[src/rtl/interrupt_dispatch_sequencer_if.sv]
// Bundle between the interrupt dispatch sequencer, the interrupt controller and the CPU core.
// slave = sequencer side, master = controller/core side.
interface interrupt_dispatch_sequencer_if #(
    parameter int NUM_IRQ = 5
);
    logic               i_Enable;
    logic [NUM_IRQ-1:0] i_Interrupts;
    logic               i_Instr_Boundary;
    logic               i_Halt;
    logic               i_EI;
    logic               i_DI;
    logic               i_RETI;
    logic [15:0]        i_PC;
    logic [15:0]        i_SP;

    logic               o_IME;
    logic               o_Dispatch_Active;
    logic               o_Wake;
    logic               o_Mem_Wr;
    logic [15:0]        o_Mem_Addr;
    logic [7:0]         o_Mem_Data;
    logic               o_Load_PC;
    logic [15:0]        o_PC_Out;
    logic               o_Load_SP;
    logic [15:0]        o_SP_Out;
    logic               o_Interrupt_Handled;

    modport slave (
        input  i_Enable, i_Interrupts, i_Instr_Boundary, i_Halt,
        input  i_EI, i_DI, i_RETI, i_PC, i_SP,
        output o_IME, o_Dispatch_Active, o_Wake, o_Mem_Wr, o_Mem_Addr, o_Mem_Data,
        output o_Load_PC, o_PC_Out, o_Load_SP, o_SP_Out, o_Interrupt_Handled
    );

    modport master (
        output i_Enable, i_Interrupts, i_Instr_Boundary, i_Halt,
        output i_EI, i_DI, i_RETI, i_PC, i_SP,
        input  o_IME, o_Dispatch_Active, o_Wake, o_Mem_Wr, o_Mem_Addr, o_Mem_Data,
        input  o_Load_PC, o_PC_Out, o_Load_SP, o_SP_Out, o_Interrupt_Handled
    );
endinterface

[src/rtl/interrupt_dispatch_sequencer.sv]
// Interrupt dispatch sequencer: owns IME / EI delay / HALT wake and runs the 5 M-cycle dispatch.
// Optional DISPATCH_CANCEL_EN: re-sample the vector after the high-byte push (DMG cancel quirk).
module interrupt_dispatch_sequencer #(
    parameter int          NUM_IRQ    = 5,
    parameter logic [15:0] VEC_BASE   = 16'h0040,
    parameter int          VEC_STRIDE = 8
) (
    input  logic i_Clk,
    input  logic i_Rst,
    interrupt_dispatch_sequencer_if.slave bus
);
    localparam int IDX_W = (NUM_IRQ > 1) ? $clog2(NUM_IRQ) : 1;

    typedef enum logic [2:0] {
        IDLE,
        WAIT1,
        WAIT2,
        PUSH_HI,
        PUSH_LO,
        JUMP
    } state_t;

    state_t           state_reg;
    logic             ime_reg;
    logic             ei_pending_reg;
    logic [15:0]      sp_reg;
    logic [15:0]      pc_reg;
    logic [IDX_W-1:0] vec_reg;
`ifdef DISPATCH_CANCEL_EN
    logic             cancel_reg;
`endif

    logic             any_pending;
    logic             take;
    logic             live;
    logic [IDX_W-1:0] lowest_idx;
    logic [15:0]      vec_addr;
    logic [15:0]      jump_pc;
    logic             handled_ok;

    // Bit 0 has highest priority, so the lowest set bit wins.
    function automatic logic [IDX_W-1:0] lowest_set(input logic [NUM_IRQ-1:0] v);
        lowest_set = '0;
        for (int i = NUM_IRQ - 1; i >= 0; i--) begin
            if (v[i]) lowest_set = IDX_W'(i);
        end
    endfunction

    assign any_pending = |bus.i_Interrupts;
    assign take        = ime_reg & any_pending & (bus.i_Instr_Boundary | bus.i_Halt);
    assign lowest_idx  = lowest_set(bus.i_Interrupts);
    assign vec_addr    = VEC_BASE + 16'(VEC_STRIDE) * 16'(vec_reg);
    assign live        = bus.i_Enable & ~i_Rst;

`ifdef DISPATCH_CANCEL_EN
    assign jump_pc    = cancel_reg ? 16'h0000 : vec_addr;
    assign handled_ok = ~cancel_reg;
`else
    assign jump_pc    = vec_addr;
    assign handled_ok = 1'b1;
`endif

    always_ff @(posedge i_Clk) begin
        if (i_Rst) begin
            state_reg      <= IDLE;
            ime_reg        <= 1'b0;
            ei_pending_reg <= 1'b0;
            sp_reg         <= '0;
            pc_reg         <= '0;
            vec_reg        <= '0;
`ifdef DISPATCH_CANCEL_EN
            cancel_reg     <= 1'b0;
`endif
        end else if (bus.i_Enable) begin
            case (state_reg)
                IDLE: begin
                    if (take) begin
                        state_reg      <= WAIT1;
                        sp_reg         <= bus.i_SP;
                        pc_reg         <= bus.i_PC;
                        vec_reg        <= lowest_idx;
                        ime_reg        <= 1'b0;
                        ei_pending_reg <= 1'b0;
`ifdef DISPATCH_CANCEL_EN
                        cancel_reg     <= 1'b0;
`endif
                    end else begin
                        // EI takes effect at the boundary after the one following EI;
                        // later assignments win, so DI overrides RETI and EI.
                        if (ei_pending_reg && bus.i_Instr_Boundary) begin
                            ime_reg        <= 1'b1;
                            ei_pending_reg <= 1'b0;
                        end
                        if (bus.i_EI) begin
                            ei_pending_reg <= 1'b1;
                        end
                        if (bus.i_RETI) begin
                            ime_reg        <= 1'b1;
                            ei_pending_reg <= 1'b0;
                        end
                        if (bus.i_DI) begin
                            ime_reg        <= 1'b0;
                            ei_pending_reg <= 1'b0;
                        end
                    end
                end
                WAIT1:   state_reg <= WAIT2;
                WAIT2:   state_reg <= PUSH_HI;
                PUSH_HI: begin
                    state_reg <= PUSH_LO;
`ifdef DISPATCH_CANCEL_EN
                    if (any_pending) begin
                        vec_reg <= lowest_idx;
                    end else begin
                        cancel_reg <= 1'b1;
                    end
`endif
                end
                PUSH_LO: state_reg <= JUMP;
                JUMP:    state_reg <= IDLE;
                default: state_reg <= IDLE;
            endcase

            if ((state_reg != IDLE) && bus.i_DI) begin
                ime_reg        <= 1'b0;
                ei_pending_reg <= 1'b0;
            end
        end
    end

    // Bus requests are qualified by the M-cycle strobe so the arbiter sees exactly one beat.
    always_comb begin
        bus.o_Mem_Wr            = 1'b0;
        bus.o_Mem_Addr          = 16'h0000;
        bus.o_Mem_Data          = 8'h00;
        bus.o_Load_PC           = 1'b0;
        bus.o_PC_Out            = 16'h0000;
        bus.o_Load_SP           = 1'b0;
        bus.o_SP_Out            = 16'h0000;
        bus.o_Interrupt_Handled = 1'b0;
        if (live) begin
            case (state_reg)
                PUSH_HI: begin
                    bus.o_Mem_Wr   = 1'b1;
                    bus.o_Mem_Addr = sp_reg - 16'd1;
                    bus.o_Mem_Data = pc_reg[15:8];
                end
                PUSH_LO: begin
                    bus.o_Mem_Wr   = 1'b1;
                    bus.o_Mem_Addr = sp_reg - 16'd2;
                    bus.o_Mem_Data = pc_reg[7:0];
                end
                JUMP: begin
                    bus.o_Load_PC           = 1'b1;
                    bus.o_PC_Out            = jump_pc;
                    bus.o_Load_SP           = 1'b1;
                    bus.o_SP_Out            = sp_reg - 16'd2;
                    bus.o_Interrupt_Handled = handled_ok;
                end
                default: begin
                end
            endcase
        end
    end

    assign bus.o_IME             = ime_reg;
    assign bus.o_Dispatch_Active = (state_reg != IDLE);
    assign bus.o_Wake            = live & bus.i_Halt & any_pending;

endmodule

[src/flat_wrapper.sv]
// flat-port wrapper written by rule: the top's interface ports become plain ports
module interrupt_dispatch_sequencer_flat 
#(
    parameter int          NUM_IRQ    = 5,
    parameter logic [15:0] VEC_BASE   = 16'h0040,
    parameter int          VEC_STRIDE = 8
)
  (i_Clk, i_Rst, bus_i_Enable, bus_i_Interrupts, bus_i_Instr_Boundary, bus_i_Halt, bus_i_EI, bus_i_DI, bus_i_RETI, bus_i_PC, bus_i_SP, bus_o_IME, bus_o_Dispatch_Active, bus_o_Wake, bus_o_Mem_Wr, bus_o_Mem_Addr, bus_o_Mem_Data, bus_o_Load_PC, bus_o_PC_Out, bus_o_Load_SP, bus_o_SP_Out, bus_o_Interrupt_Handled);
  interrupt_dispatch_sequencer_if #(.NUM_IRQ(NUM_IRQ)) bus_i ();
  input  logic i_Clk;
  input  logic i_Rst;
  input wire logic [$bits(bus_i.i_Enable)-1:0] bus_i_Enable;
  input wire logic [$bits(bus_i.i_Interrupts)-1:0] bus_i_Interrupts;
  input wire logic [$bits(bus_i.i_Instr_Boundary)-1:0] bus_i_Instr_Boundary;
  input wire logic [$bits(bus_i.i_Halt)-1:0] bus_i_Halt;
  input wire logic [$bits(bus_i.i_EI)-1:0] bus_i_EI;
  input wire logic [$bits(bus_i.i_DI)-1:0] bus_i_DI;
  input wire logic [$bits(bus_i.i_RETI)-1:0] bus_i_RETI;
  input wire logic [$bits(bus_i.i_PC)-1:0] bus_i_PC;
  input wire logic [$bits(bus_i.i_SP)-1:0] bus_i_SP;
  output wire logic [$bits(bus_i.o_IME)-1:0] bus_o_IME;
  output wire logic [$bits(bus_i.o_Dispatch_Active)-1:0] bus_o_Dispatch_Active;
  output wire logic [$bits(bus_i.o_Wake)-1:0] bus_o_Wake;
  output wire logic [$bits(bus_i.o_Mem_Wr)-1:0] bus_o_Mem_Wr;
  output wire logic [$bits(bus_i.o_Mem_Addr)-1:0] bus_o_Mem_Addr;
  output wire logic [$bits(bus_i.o_Mem_Data)-1:0] bus_o_Mem_Data;
  output wire logic [$bits(bus_i.o_Load_PC)-1:0] bus_o_Load_PC;
  output wire logic [$bits(bus_i.o_PC_Out)-1:0] bus_o_PC_Out;
  output wire logic [$bits(bus_i.o_Load_SP)-1:0] bus_o_Load_SP;
  output wire logic [$bits(bus_i.o_SP_Out)-1:0] bus_o_SP_Out;
  output wire logic [$bits(bus_i.o_Interrupt_Handled)-1:0] bus_o_Interrupt_Handled;
  assign bus_i.i_Enable = bus_i_Enable;
  assign bus_i.i_Interrupts = bus_i_Interrupts;
  assign bus_i.i_Instr_Boundary = bus_i_Instr_Boundary;
  assign bus_i.i_Halt = bus_i_Halt;
  assign bus_i.i_EI = bus_i_EI;
  assign bus_i.i_DI = bus_i_DI;
  assign bus_i.i_RETI = bus_i_RETI;
  assign bus_i.i_PC = bus_i_PC;
  assign bus_i.i_SP = bus_i_SP;
  assign bus_o_IME = bus_i.o_IME;
  assign bus_o_Dispatch_Active = bus_i.o_Dispatch_Active;
  assign bus_o_Wake = bus_i.o_Wake;
  assign bus_o_Mem_Wr = bus_i.o_Mem_Wr;
  assign bus_o_Mem_Addr = bus_i.o_Mem_Addr;
  assign bus_o_Mem_Data = bus_i.o_Mem_Data;
  assign bus_o_Load_PC = bus_i.o_Load_PC;
  assign bus_o_PC_Out = bus_i.o_PC_Out;
  assign bus_o_Load_SP = bus_i.o_Load_SP;
  assign bus_o_SP_Out = bus_i.o_SP_Out;
  assign bus_o_Interrupt_Handled = bus_i.o_Interrupt_Handled;
  interrupt_dispatch_sequencer #(.NUM_IRQ(NUM_IRQ), .VEC_BASE(VEC_BASE), .VEC_STRIDE(VEC_STRIDE)) u_core (.i_Clk(i_Clk), .i_Rst(i_Rst), .bus(bus_i));
endmodule
[config.mk]
export PLATFORM = sky130hd
export DESIGN_NAME = interrupt_dispatch_sequencer_flat
export DESIGN_NICKNAME = d
export VERILOG_FILES = /design/src/rtl/interrupt_dispatch_sequencer_if.sv /design/src/rtl/interrupt_dispatch_sequencer.sv /design/src/flat_wrapper.sv
export SDC_FILE = /design/constraint.sdc
export NUM_CORES = 1
export LEC_CHECK = 0
export CORE_UTILIZATION = 35
export DETAILED_ROUTE_END_ITERATION = 10
export PLACE_DENSITY = 0.7
export SLEW_MARGIN = 20
export SYNTH_ARGS = -nofsm -noshare
export SYNTH_HDL_FRONTEND = slang
export SYNTH_SLANG_ARGS = --single-unit
[constraint.sdc]
create_clock -name i_Clk -period 2.5 [get_ports i_Clk]
set_clock_uncertainty 0.1 [all_clocks]
set_input_delay 0.5 -clock i_Clk [delete_from_list [all_inputs] [get_ports i_Clk]]
set_output_delay 0.5 -clock i_Clk [all_outputs]
set_load 0.01 [all_outputs]
[Yosys cells after proc, flatten, opt, wreduce, memory -nomap -nowiden]
Cells that the tools add are included.
Word-level totals
  bits in registers: 40
  input bits: 45
  output and inout port bits: 63
  logic and storage cells: 67
Cells by class
  $add $sub $neg: 3
  equality and inequality tests: 6
  mux-type cells: 32
  bitwise operators: 7
  reduce and logical (&&, ||, !) cells: 13
Operator list (count)
  16-bit 2-to-1 mux: 5
  16-bit one-hot mux with 2 select lines: 1
  3-bit 2-to-1 mux: 6
  1-bit 2-to-1 mux: 17
  8-bit one-hot mux with 2 select lines: 1
  16-bit by 1-bit subtractor with 16-bit output, second input constant: 1
  16-bit by 2-bit subtractor with 16-bit output, second input constant: 1
  3-bit one-hot mux with 5 select lines: 1
  3-bit AND reduction: 3
  7-bit by 6-bit adder with 8-bit output, first input constant: 1
  8-bit 2-to-1 mux: 1
  3-bit by 2-bit == test with 1-bit output, second input constant: 2
  3-bit == test, second input constant: 2
  6-bit nonzero test: 1
  1-bit AND: 5
  5-bit nonzero test: 1
  5-bit OR reduction: 1
  3-bit by 1-bit == test with 1-bit output, second input constant: 1
  3-bit logical NOT: 1
  3-bit nonzero test: 1
  1-bit logical AND: 2
  2-bit by 1-bit != test with 1-bit output, second input constant: 1
  2-bit AND reduction: 1
  2-bit nonzero test: 1
  other kinds (3): 3

[Longest topological paths before layout]
  word-level depth: 8
  gate-level depth with buffers: 7

[Worst setup path before layout]
No wires, ideal clock.
  path kind: register to output
  from: register u_core.sp_reg[1]
  to: output port bus_o_Mem_Addr[15]
  arrival: 2.076 ns
  required time: 1.900 ns
  setup slack: -0.176 ns
  stages on the path, launching flop included: 8
  buffers on the path: 1
  path through: dfxtp_1 > inv_1 > ha_1 > or4b_4 > buf_6 > nor4_4 > a21oi_1 > a311oi_1
On the way
  cells in the longest elaborated chain, start to end: 3
  elaborated cells on any way between the ends: 4
  classes of those cells: add/sub (2); mux (2)
RTL lines
  from (decl): line interrupt_dispatch_sequencer.sv:26  | logic [15:0] sp_reg;
  from (signal assigned): line interrupt_dispatch_sequencer.sv:79  | sp_reg <= bus.i_SP;
  16-bit by 2-bit subtractor with 16-bit output / 16-bit by 1-bit subtractor with 16-bit output (equally long branches): line interrupt_dispatch_sequencer.sv:150, interrupt_dispatch_sequencer.sv:145
  16-bit one-hot mux with 2 select lines (*): line interrupt_dispatch_sequencer.sv:142  | case (state_reg)
  16-bit 2-to-1 mux (*): line interrupt_dispatch_sequencer.sv:141  | if (live) begin
  to (decl): line flat_wrapper.sv:25  | output wire logic [$bits(bus_i.o_Mem_Addr)-1:0] bus_o_Mem_Addr;
Mark *: on every way between the ends. The rest lies on a longest branch, timed or not.

[Final worst setup path]
  from: register u_core.sp_reg[2]
  to: output port bus_o_Mem_Addr[13]
Same word-level chain as after synthesis.

==> reports/metrics.csv <==
stage,metric,value,unit
run_status,outcome,"complete, but fails checks",
run_status,failing checks,negative setup slack,
timing,fmax,344.1,MHz
synth,Post-Syn Instances,371,
synth,YS warnings,0,
timing,setup ws final,-0.4060,ns
synth,number of synthesized flops with an enable pin,0,
layout,most frequent cells in the layout,"nand2_1 (73), buf_4 (66), a21oi_1 (53)",
setup_path,CP max FO,4,
synth,Synth cell types,50,
setup_path,critical-path cell list,inv_2 > ha_4 > or4b_4 > buf_12 > buf_6 > nor4_4 > buf_4 > buf_6 > a311oi_2 > buf_2,
setup_path,"Arr. time, crit path",2.31,ns
clock_tree,CTS Buf Count,5,
pwr,Worst VDD drop,0.2306,mV
global_routing,initial antenna violation count,0,
pwr,Power Density,351.0,nW/um2
setup_path,"slowest stage cell, crit path",or4b_4,
synth,cell taking the most area after synthesis,dfxtp_1,
die,Die Wd,88.75,um
setup_path,CP Capture Type,primary output,
die,DIE HEIGHT,88.75,um
timing,setup_tns,-3.382,ns
die,Initial Util,36.31,%
route,final WL,8805,um
timing,hold slack,0.3550,ns
worst_hold_path,worst min path class,flip-flop to flip-flop,
global_routing,total gr overflow,0,
global_routing,pin count of the biggest net entering global routing,37,
synth,prevailing post-synth register cell,dfxtp_1,
global_routing,GRT Util Overall,22.05,%
clock_tree,H-tree Lvls,2,
die,Die ar.,7876,um2
setup_path,CP most frequent cell,buf_6,
clock_tree,later-pin clock latency in the skew report,0.28,ns
clock_tree,Clock Path Buffers,2,
placed_design,placed wire-length estimate,6144,um
synth,"top cells by area, synth","dfxtp_1 (30%), a21oi_1 (11%), nand2_1 (10%), nor2_1 (5.4%), buf_4 (4.3%)",
die,I/O pin count,108,
placed_design,Port Buf Inserts,95,
setup_path,critical path buffer and inverter count,6,
placed_design,Setup WS pre-CTS,-0.6030,ns
layout,Layout area overhead,68.98,%
synth,post-synthesis sequential area ratio,30.40,%
clock_tree,CTS tree,done,
layout,diode count,0,
layout,final non-filler cell total,619,
clock_tree,root buffer cell,clkbuf_8,
route,via count,3215,
clock_tree,clk sinks,40,
layout,share of layout cells above drive strength 1,33.08,%
setup_path,cell family with most CP delay,buffers and inverters,
die,core box area,7253,um2
global_routing,global-route wire length before repair,13520,um
route,initial drt markers,220,
timing,"Setup violations, final",11,
route,DRC viols,0,
synth,post-synth top area share,30.40,%
route,routed len/inst,14.22,um
pwr,leak pwr,1.955,nW
timing,Final Hold Fails,0,
layout,nets,568,
timing,period utilisation layout,116.2,%
placed_design,Placed Cells,598,
synth,asr flop ratio synth,0,%
global_routing,vias in the first global route,2936,
flow_run,max-cap viol count,0,
die,cell row count,31,
synth,synthesized cell area,2634,um2
synth,synthesized flop and latch total,40,
placed_design,Post-DP Area,4051,um2
route,Via density,5.194,
timing,RSZ-0062 raised after global routing,yes,
layout,fill count,646,
synth,Avg Inst Size Synth,7.099,um2
setup_path,CP Launch Type,flip-flop,
route,Pre-antenna DRT Iters,5,
clock_tree,hold buffers post-CTS,0,
setup_path,Setup CP Type,flip-flop to primary output,
route,remaining antenna violation count after routing,0,
timing,post-route minimum period,2.906,ns
setup_path,critical path data required time,1.90,ns
clock_tree,"Clk pin slew, worst setup/hold paths",0.07,ns
setup_path,CP max stage delay,0.49,ns
layout,"leading cell type in the layout, fill and taps excluded",nand2_1,
layout,Finished Cell Area,4451,um2
placed_design,RD Place Congestion,0.9021,
timing,Pins Over Slew Limit,0,
==> kinds of logic (layout without fill, tap and decap cells) <==
family / Yosys count / after routing / synth area share (%)
buf+inv: 54 / 192 / 10.64
simple gates: 156 / 156 / 28.65
flops: 40 / 40 / 30.40
xor+xnor: 12 / 12 / 3.990
fa+ha+maj: 3 / 3 / 1.425
compound gates: 105 / 105 / 24.75
other cells: 1 / 12 / 0.1424
==> power by group <==
group	switching [mW]	total (mW)	internal (mW)
Combinational	0.217	0.489	0.272
Sequential	0.0113	0.665	0.653
Clock	0.220	0.409	0.189
==> worst min-delay path: stages, from the launching register on <==
cell,delay (ns)
dfxtp_1,0.31
nand2_1,0.05
a21oi_1,0.05
==> cell type report <==
cell class | instances | area, um2 | area share (%)
clock inverter | 2 | 12.51 | 0.2811
multi-input combinational | 288 | 1909 | 42.90
sequential | 40 | 807.0 | 18.13
inverter | 10 | 37.54 | 0.8434
timing repair buffer | 175 | 1491 | 33.51
clock buffer | 5 | 68.82 | 1.546
tap | 99 | 123.9 | 2.783
==> final timing paths <==
check,startpoint,end,slack [ns],cells past startpoint
max,u_core.sp_reg[2],bus_o_Mem_Addr[13],-0.41,10
min,u_core.vec_reg[1],u_core.vec_reg[1],0.35,2
max reg2reg,u_core.state_reg[1],u_core.vec_reg[0],0.50,6
min reg2reg,u_core.vec_reg[1],u_core.vec_reg[1],0.35,2
==> per-layer routing <==
metal / track usage (%) / routed length, um / vias up
met4: 7.478 / 142 / 0
met5: 0 / 0 / -
met1: 27.71 / 3745 / 1498
met2: 37.90 / 4330 / 143
li1: - / - / 1558
met3: 4.011 / 587 / 16
==> stage by stage <==
| stage | utilization [%] | power (mW) |
|---|---|---|
| after global routing | 61.36 | 1.635 |
| final | 61.36 | 1.562 |
| after global placement | 55.86 | 1.055 |
| after floorplan | - | 0.8896 |
| after detailed placement | 55.86 | 1.062 |
| after CTS | 59.01 | 1.530 |
==> synth_stat cells (2+ instances only) <==
cell and instances:
nand2_1 73, nor2_1 38, nand3_1 8, o211ai_1 6, nor3b_1 2, a311oi_1 7, a211oi_1 2, o21a_1 2
buf_2 5, a22oi_1 11, nor3_2 2, and2_1 3, buf_6 2, nor4_1 5, nand2b_1 5, ha_1 3
nand3b_1 2, xor2_1 5, or4_1 3, inv_1 9, or2_2 2, nor4_4 2, a21oi_1 58, clkbuf_1 21
xnor2_1 7, o21ai_0 7, or3_1 4, o211a_1 2, buf_4 15, dfxtp_1 40
==> what timing repair did <==
action                     in CTS  in global routing
setup endpoints to repair      49                 36
buffers inserted                9                  6
pin swaps                      14                 12
resized for setup             152                 48
(Power assumes the default switching activity.)
